`config.mk`:
```
export PLATFORM = sky130hd
export DESIGN_NAME = trap_sequencer
export DESIGN_NICKNAME = d
export VERILOG_FILES = /design/src/rtl/trap_sequencer.sv
export SDC_FILE = /design/constraint.sdc
export NUM_CORES = 1
export LEC_CHECK = 0
export CAP_MARGIN = 5
export CORE_ASPECT_RATIO = 1.2
export CORE_MARGIN = 3
export CORE_UTILIZATION = 48
export DETAILED_ROUTE_END_ITERATION = 12
export GPL_ROUTABILITY_DRIVEN = 0
export GPL_TIMING_DRIVEN = 0
export PLACE_DENSITY = 0.7
export SYNTH_ARGS = -nofsm -noshare
export SYNTH_HDL_FRONTEND = slang
export SYNTH_SLANG_ARGS = --single-unit
```
`constraint.sdc`:
```
create_clock -name CLK -period 6.4 [get_ports CLK]
set_input_delay 1.28 -clock CLK [delete_from_list [all_inputs] [get_ports CLK]]
set_output_delay 1.28 -clock CLK [all_outputs]
set_load 0.005 [all_outputs]
```
`src/rtl/trap_sequencer.sv`:
```
// trap_sequencer: turns ecall/uret/CSRRSI/CSRRCI strobes and external IRQ lines
// into next-PC redirects for a single-cycle RISC-V core. It holds the global and
// per-source interrupt enables, the pending and in-service bits, and a nested
// EPC stack with NUM_IRQ+1 entries.
//
// Optional feature macro: IRQ_SYNC_EN
//   defined   -> each IRQ bit passes a 2-flop synchronizer before edge detection
//                (PENDING is set three cycles after the IRQ edge)
//   undefined -> IRQ is edge-detected directly (PENDING is set one cycle later)
//
// Qualifier: VALID marks a retiring instruction. There is no backpressure. When
// VALID is 0, PC_SEL stays 0 and only IRQ edge capture updates state. When VALID
// is 1, exactly one action is chosen, in this priority order: ecall, uret,
// IRQ take, CSR write.
module trap_sequencer #(
    parameter int          NUM_IRQ    = 3,
    parameter logic [31:0] VEC_BASE   = 32'h0000_0100,
    parameter logic [31:0] VEC_STRIDE = 32'h0000_0010,
    parameter logic [31:0] ECALL_VEC  = 32'h0000_0080
) (
    input  logic               CLK,
    input  logic               RST,
    input  logic               VALID,
    input  logic               ecall,
    input  logic               uret,
    input  logic               CSRRSI,
    input  logic               CSRRCI,
    input  logic [4:0]         CSR_IMM,
    input  logic [31:0]        NPC,
    input  logic [NUM_IRQ-1:0] IRQ,
    output logic               PC_SEL,
    output logic [31:0]        TARGET,
    output logic               IE,
    output logic [NUM_IRQ-1:0] MIE,
    output logic [NUM_IRQ-1:0] PENDING,
    output logic [NUM_IRQ-1:0] IN_SERVICE,
    output logic               TRAP_OVF
);

    localparam int DEPTH = NUM_IRQ + 1;
    localparam int SP_W  = 3;
    localparam int IDX_W = 2;

    typedef enum logic [2:0] {
        ACT_NONE,
        ACT_ECALL,
        ACT_ECALL_OVF,
        ACT_URET,
        ACT_URET_NOP,
        ACT_TAKE,
        ACT_CSR
    } action_t;

    action_t            action;
    logic [SP_W-1:0]    sp;
    logic               sp_full;
    logic               sp_empty;

    // Stack storage: each entry holds the return PC, the saved IE, and a tag
    // (ecall flag or IRQ index).
    logic [31:0]        stk_epc   [DEPTH];
    logic               stk_pie   [DEPTH];
    logic               stk_ecall [DEPTH];
    logic [IDX_W-1:0]   stk_idx   [DEPTH];

    logic [31:0]        top_epc;
    logic               top_pie;
    logic               top_ecall;
    logic [IDX_W-1:0]   top_idx;

    logic [NUM_IRQ-1:0] irq_level;
    logic [NUM_IRQ-1:0] irq_prev;
    logic [NUM_IRQ-1:0] irq_rise;
    logic [NUM_IRQ-1:0] eligible;
    logic               cand_found;
    logic [IDX_W-1:0]   cand_idx;
    logic               cand_ok;
    logic               svc_any;
    logic [IDX_W-1:0]   svc_lo;
    logic [NUM_IRQ-1:0] take_mask;
    logic [NUM_IRQ-1:0] pop_mask;
    logic [NUM_IRQ-1:0] imm_mie;
    logic [31:0]        irq_vec;
    logic               push;

    // When NUM_IRQ < 4, the upper zimm bits have no source enable to drive.
    logic [4:0]         unused_csr_imm;
    assign unused_csr_imm = CSR_IMM;

`ifdef IRQ_SYNC_EN
    logic [NUM_IRQ-1:0] irq_meta;
    logic [NUM_IRQ-1:0] irq_sync;

    // Two-flop synchronizer for the asynchronous IRQ lines.
    always_ff @(posedge CLK or posedge RST) begin
        if (RST) begin
            irq_meta <= '0;
            irq_sync <= '0;
        end else begin
            irq_meta <= IRQ;
            irq_sync <= irq_meta;
        end
    end

    assign irq_level = irq_sync;
`else
    assign irq_level = IRQ;
`endif

    // IRQ level history for rising-edge detection. Runs every cycle.
    always_ff @(posedge CLK or posedge RST) begin
        if (RST) begin
            irq_prev <= '0;
        end else begin
            irq_prev <= irq_level;
        end
    end

    assign irq_rise = irq_level & ~irq_prev;
    assign eligible = PENDING & MIE;
    assign imm_mie  = CSR_IMM[NUM_IRQ:1];
    assign sp_full  = (sp == SP_W'(DEPTH));
    assign sp_empty = (sp == '0);

    // Find the highest-priority (lowest-index) enabled pending source, and the
    // lowest in-service index. A take must pre-empt everything already on the stack.
    always_comb begin
        cand_found = 1'b0;
        cand_idx   = '0;
        svc_any    = 1'b0;
        svc_lo     = '0;
        for (int i = NUM_IRQ - 1; i >= 0; i--) begin
            if (eligible[i]) begin
                cand_found = 1'b1;
                cand_idx   = IDX_W'(i);
            end
            if (IN_SERVICE[i]) begin
                svc_any = 1'b1;
                svc_lo  = IDX_W'(i);
            end
        end
    end

    assign cand_ok = cand_found && (!svc_any || (cand_idx < svc_lo));
    assign irq_vec = VEC_BASE + VEC_STRIDE * {{(32 - IDX_W){1'b0}}, cand_idx};

    // Read the top-of-stack entry (index sp-1).
    always_comb begin
        top_epc   = '0;
        top_pie   = 1'b0;
        top_ecall = 1'b0;
        top_idx   = '0;
        for (int k = 0; k < DEPTH; k++) begin
            if (sp == SP_W'(k + 1)) begin
                top_epc   = stk_epc[k];
                top_pie   = stk_pie[k];
                top_ecall = stk_ecall[k];
                top_idx   = stk_idx[k];
            end
        end
    end

    // Select the single action for this retiring instruction.
    always_comb begin
        action = ACT_NONE;
        if (VALID) begin
            if (ecall) begin
                action = sp_full ? ACT_ECALL_OVF : ACT_ECALL;
            end else if (uret) begin
                action = sp_empty ? ACT_URET_NOP : ACT_URET;
            end else if (IE && cand_ok && !sp_full) begin
                action = ACT_TAKE;
            end else if (CSRRSI || CSRRCI) begin
                action = ACT_CSR;
            end
        end
    end

    // One-hot masks for the source being taken and the source being popped.
    always_comb begin
        take_mask = '0;
        pop_mask  = '0;
        for (int i = 0; i < NUM_IRQ; i++) begin
            take_mask[i] = (action == ACT_TAKE) && (cand_idx == IDX_W'(i));
            pop_mask[i]  = (top_idx == IDX_W'(i));
        end
    end

    assign push = (action == ACT_ECALL) || (action == ACT_TAKE);

    // Redirect into the next-PC mux. TARGET is forced to 0 when there is no redirect.
    always_comb begin
        PC_SEL = 1'b0;
        TARGET = '0;
        case (action)
            ACT_ECALL: begin
                PC_SEL = 1'b1;
                TARGET = ECALL_VEC;
            end
            ACT_URET: begin
                PC_SEL = 1'b1;
                TARGET = top_epc;
            end
            ACT_TAKE: begin
                PC_SEL = 1'b1;
                TARGET = irq_vec;
            end
            default: begin
            end
        endcase
    end

    // Enables, pending/in-service bits, the overflow flag and the stack pointer.
    // Edge capture is ORed in after a take clears its bit, so a new edge on the
    // same cycle keeps PENDING set.
    always_ff @(posedge CLK or posedge RST) begin
        if (RST) begin
            IE         <= 1'b0;
            MIE        <= '0;
            PENDING    <= '0;
            IN_SERVICE <= '0;
            TRAP_OVF   <= 1'b0;
            sp         <= '0;
        end else begin
            PENDING <= (PENDING & ~take_mask) | irq_rise;
            case (action)
                ACT_ECALL: begin
                    IE <= 1'b0;
                    sp <= sp + SP_W'(1);
                end
                ACT_ECALL_OVF: begin
                    TRAP_OVF <= 1'b1;
                end
                ACT_URET: begin
                    IE <= top_pie;
                    sp <= sp - SP_W'(1);
                    if (!top_ecall) begin
                        IN_SERVICE <= IN_SERVICE & ~pop_mask;
                    end
                end
                ACT_TAKE: begin
                    IE         <= 1'b0;
                    sp         <= sp + SP_W'(1);
                    IN_SERVICE <= IN_SERVICE | take_mask;
                end
                ACT_CSR: begin
                    if (CSRRSI) begin
                        IE  <= IE | CSR_IMM[0];
                        MIE <= MIE | imm_mie;
                    end else begin
                        IE  <= IE & ~CSR_IMM[0];
                        MIE <= MIE & ~imm_mie;
                    end
                end
                default: begin
                end
            endcase
        end
    end

    // Push a new entry at index sp. Reset discards the whole stack.
    always_ff @(posedge CLK or posedge RST) begin
        if (RST) begin
            for (int k = 0; k < DEPTH; k++) begin
                stk_epc[k]   <= '0;
                stk_pie[k]   <= 1'b0;
                stk_ecall[k] <= 1'b0;
                stk_idx[k]   <= '0;
            end
        end else if (push) begin
            for (int k = 0; k < DEPTH; k++) begin
                if (sp == SP_W'(k)) begin
                    stk_epc[k]   <= NPC;
                    stk_pie[k]   <= IE;
                    stk_ecall[k] <= (action == ACT_ECALL);
                    stk_idx[k]   <= (action == ACT_ECALL) ? '0 : cand_idx;
                end
            end
        end
    end

endmodule

```
==> reports/qor.txt <==
Final Power: 3.78 mW
Top cell type's share of synthesized area: 53.2%
GR Util All Layers: 23.4%
Peak fanout along the critical path: 10
Slew Viols, Final: 0
Initial core utilization: 49.8%
Routed length per instance: 19.6 um
Post-placement cell area: 8750 um^2
Avg Cell Area, Syn: 11.4 um^2
Kind of end point of the critical path: primary output
Post-Place Worst Slack: 1.13 ns
Global route overflow: 0
Async SR Flop Fraction: 100%
Core box area: 15,200 um^2
Most area-consuming cells after synthesis: dfrtp_1, mux2_2, nand2_1
Slew Limit Headroom: 43.0%
Minimum clock period: 5.30 ns
Clock power share: 29.7%
Critical Path RT: 5.12 ns
Sequential share of the synthesized area: 53.2%
Post-DRT Antenna Nets: 0
Internal: 2.64 mW
Outcome: complete, no violations
Final hold slack: 0.438 ns
Pwr Density: 402 nW/um^2
Max cap viols: 0
Final Hold Fails: 0
# diodes: 0
Die X: 121 um
Post-CTS setup buffers: 0
H-Tree Depth: 4
Syn. warnings: 0
CTS resizes: 0
Highest metal used: met4
Setup Skew: 0.0114 ns
Met3 WL: 966 um
Port Buffers: 89
Hold crit path type: reg -> reg
Synth Net Count: 719
Leakage Power: 4.05 nW
Commonest non-fill, non-tap cell in the layout: dfrtp_1
Arrival time worst endpoint: 4.02 ns
Worst-Margin Slew: 0.855 ns
Post-CTS Hold Buffers: 0
Seq pwr share: 42.6%
Final nets: 829
DIE AREA: 17,300 um^2
Clock buffer depth: 2
CP Launch Type: primary input
Initial antenna violation count: 0
Clk root buf: clkbuf_16
Final wirelength: 19.5 mm
Hold Path Depth: 1
Most frequent cells in the layout: dfrtp_1, mux2_2, nand2_1
Area growth syn-to-layout: 24.3%
DRC viols: 0
CTS Sinks: 161
Fin area: 9410 um^2
Fill cell total of the finished layout: 1,290
Vias in the first global route: 5,938
Row count: 49
Drt first pass iters: 5
Main synth FF type: dfrtp_1
Max Clk Rate: 0.189 GHz
Via density: 5.78
Dpl hpwl: 13.1 mm
Clock latency on the worst-skew pair: 0.43 ns
Post-synthesis cell count: 665
Die H: 144 um
Combinational Power Share: 27.7%
DR WL met2: 9.90 mm
P_sw: 1.14 mW
Net Sw Frac: 30.1%
DR vias: 5,731
IO Pins: 91
EDFF count, synth: 0
Synthesized cell area: 7570 um^2
Core Util, Final: 61.9%
Worst vdd ir: 0.212 mV
Setup Viol. Count Final: 0
Share of layout cells above drive strength 1: 23.7%
Num CTS Buffers: 17
Global-route wire length before repair: 31.5 mm
Yosys cell types: 46
Cell taking the most area after synthesis: dfrtp_1
First DRT Iteration DRCs: 400
FF-to-FF path depth: 11
RSZ-0062 raised after global routing: false
CTS tree: done
Post-synthesis register bit count: 161
Post-route setup slack: 1.10 ns
Period Utilization, post-route: 82.9%
Largest net degree at the start of global routing: 93
Met1 Wirelength: 8.14 mm
Clock Pin Slew Worst Setup and Hold Paths: 0.06 ns
Critical path class: in -> out
-- final timing paths --
kind                               end  slack [ns]         from
max reg2reg                stk_epc[70]        3.04   PENDING[1]
max in group asynchronous  irq_prev[1]        4.17          RST
min                         PENDING[2]        0.44  irq_prev[2]
max                         TARGET[12]        1.10        ecall
min in group asynchronous  stk_epc[15]        1.38          RST
min reg2reg                 PENDING[2]        0.44  irq_prev[2]
-- critical path, cell delays in order --
cell	delay, ns
clkdlybuf4s50_1	0.48
clkbuf_1	0.45
nand2b_1	0.20
nor2_1	0.07
nand2_1	0.39
clkbuf_1	0.51
a21oi_1	0.17
clkdlybuf4s50_1	0.49
-- area by class of cell --
cell class,count,area [um^2],share of cell area [%]
sequential,161,4030,42.8
multi-input combinational,449,3280,34.9
timing repair buffer,91,923,9.81
clock buffer,23,478,5.08
tap,204,255,2.71
buffer,45,226,2.41
clock inverter,9,178,1.89
inverter,10,42.5,0.452
-- per-stage QoR --
stage | setup TNS, ns | std cells
4_1_cts | 0 | 991
3_3_place_gp | -169.04 | 958
2_1_floorplan | 0 | 665
6_report | 0 | 992
3_5_place_dp | 0 | 959
5_1_grt | 0 | 992
-- metal layers --
metal  track usage, %  vias up
met2             40.4      189
met5                0        -
met3             4.09       35
li1                 -     2588
met4             9.01        0
met1             29.7     2919
-- Yosys cell counts (2+ instances only) --
library cell / count
buf_2: 10
buf_6: 6
o211ai_4: 2
a22oi_1: 28
a211o_1: 2
clkbuf_1: 28
nor3_1: 8
nor2_1: 7
nor3b_1: 2
nand2b_1: 2
inv_1: 10
o21ai_0: 51
mux2_2: 126
mux2_4: 8
nand3_1: 4
mux2_1: 3
a221oi_1: 8
a22o_1: 2
a21boi_0: 2
nor2b_1: 10
ha_1: 7
a21oi_1: 37
dfrtp_1: 161
nand2_1: 119
-- sequential cells by signal, indices dropped and copies added (netlist names), named ones only --
register	count
sp	3
IE	1
irq_prev	3
stk_idx	8
IN_SERVICE	3
stk_ecall	4
stk_epc	128
stk_pie	4
TRAP_OVF	1
PENDING	3
-- power groups by stage --
stage	Sequential (mW)	Clock (mW)	Combinational, mW
3_5_place_dp	1.62	0	1.04
3_3_place_gp	1.59	0	1.00
5_1_grt	1.65	1.18	1.15
4_1_cts	1.60	1.14	1.05
2_1_floorplan	1.56	0	0.734
6_report	1.61	1.12	1.05
-- kinds of logic after synthesis --
logic type / count (synthesis) / share of synthesized area [%]
flip-flops: 161 / 53.2
AND/OR/NAND/NOR: 158 / 8.77
AO/OA/AOI/OAI: 146 / 12.5
multiplexers: 137 / 20.8
buffers and inverters: 55 / 3.49
adder cells (fa/ha/maj): 7 / 1.16
XOR/XNOR: 1 / 0.116
(Power assumes the default switching activity.)
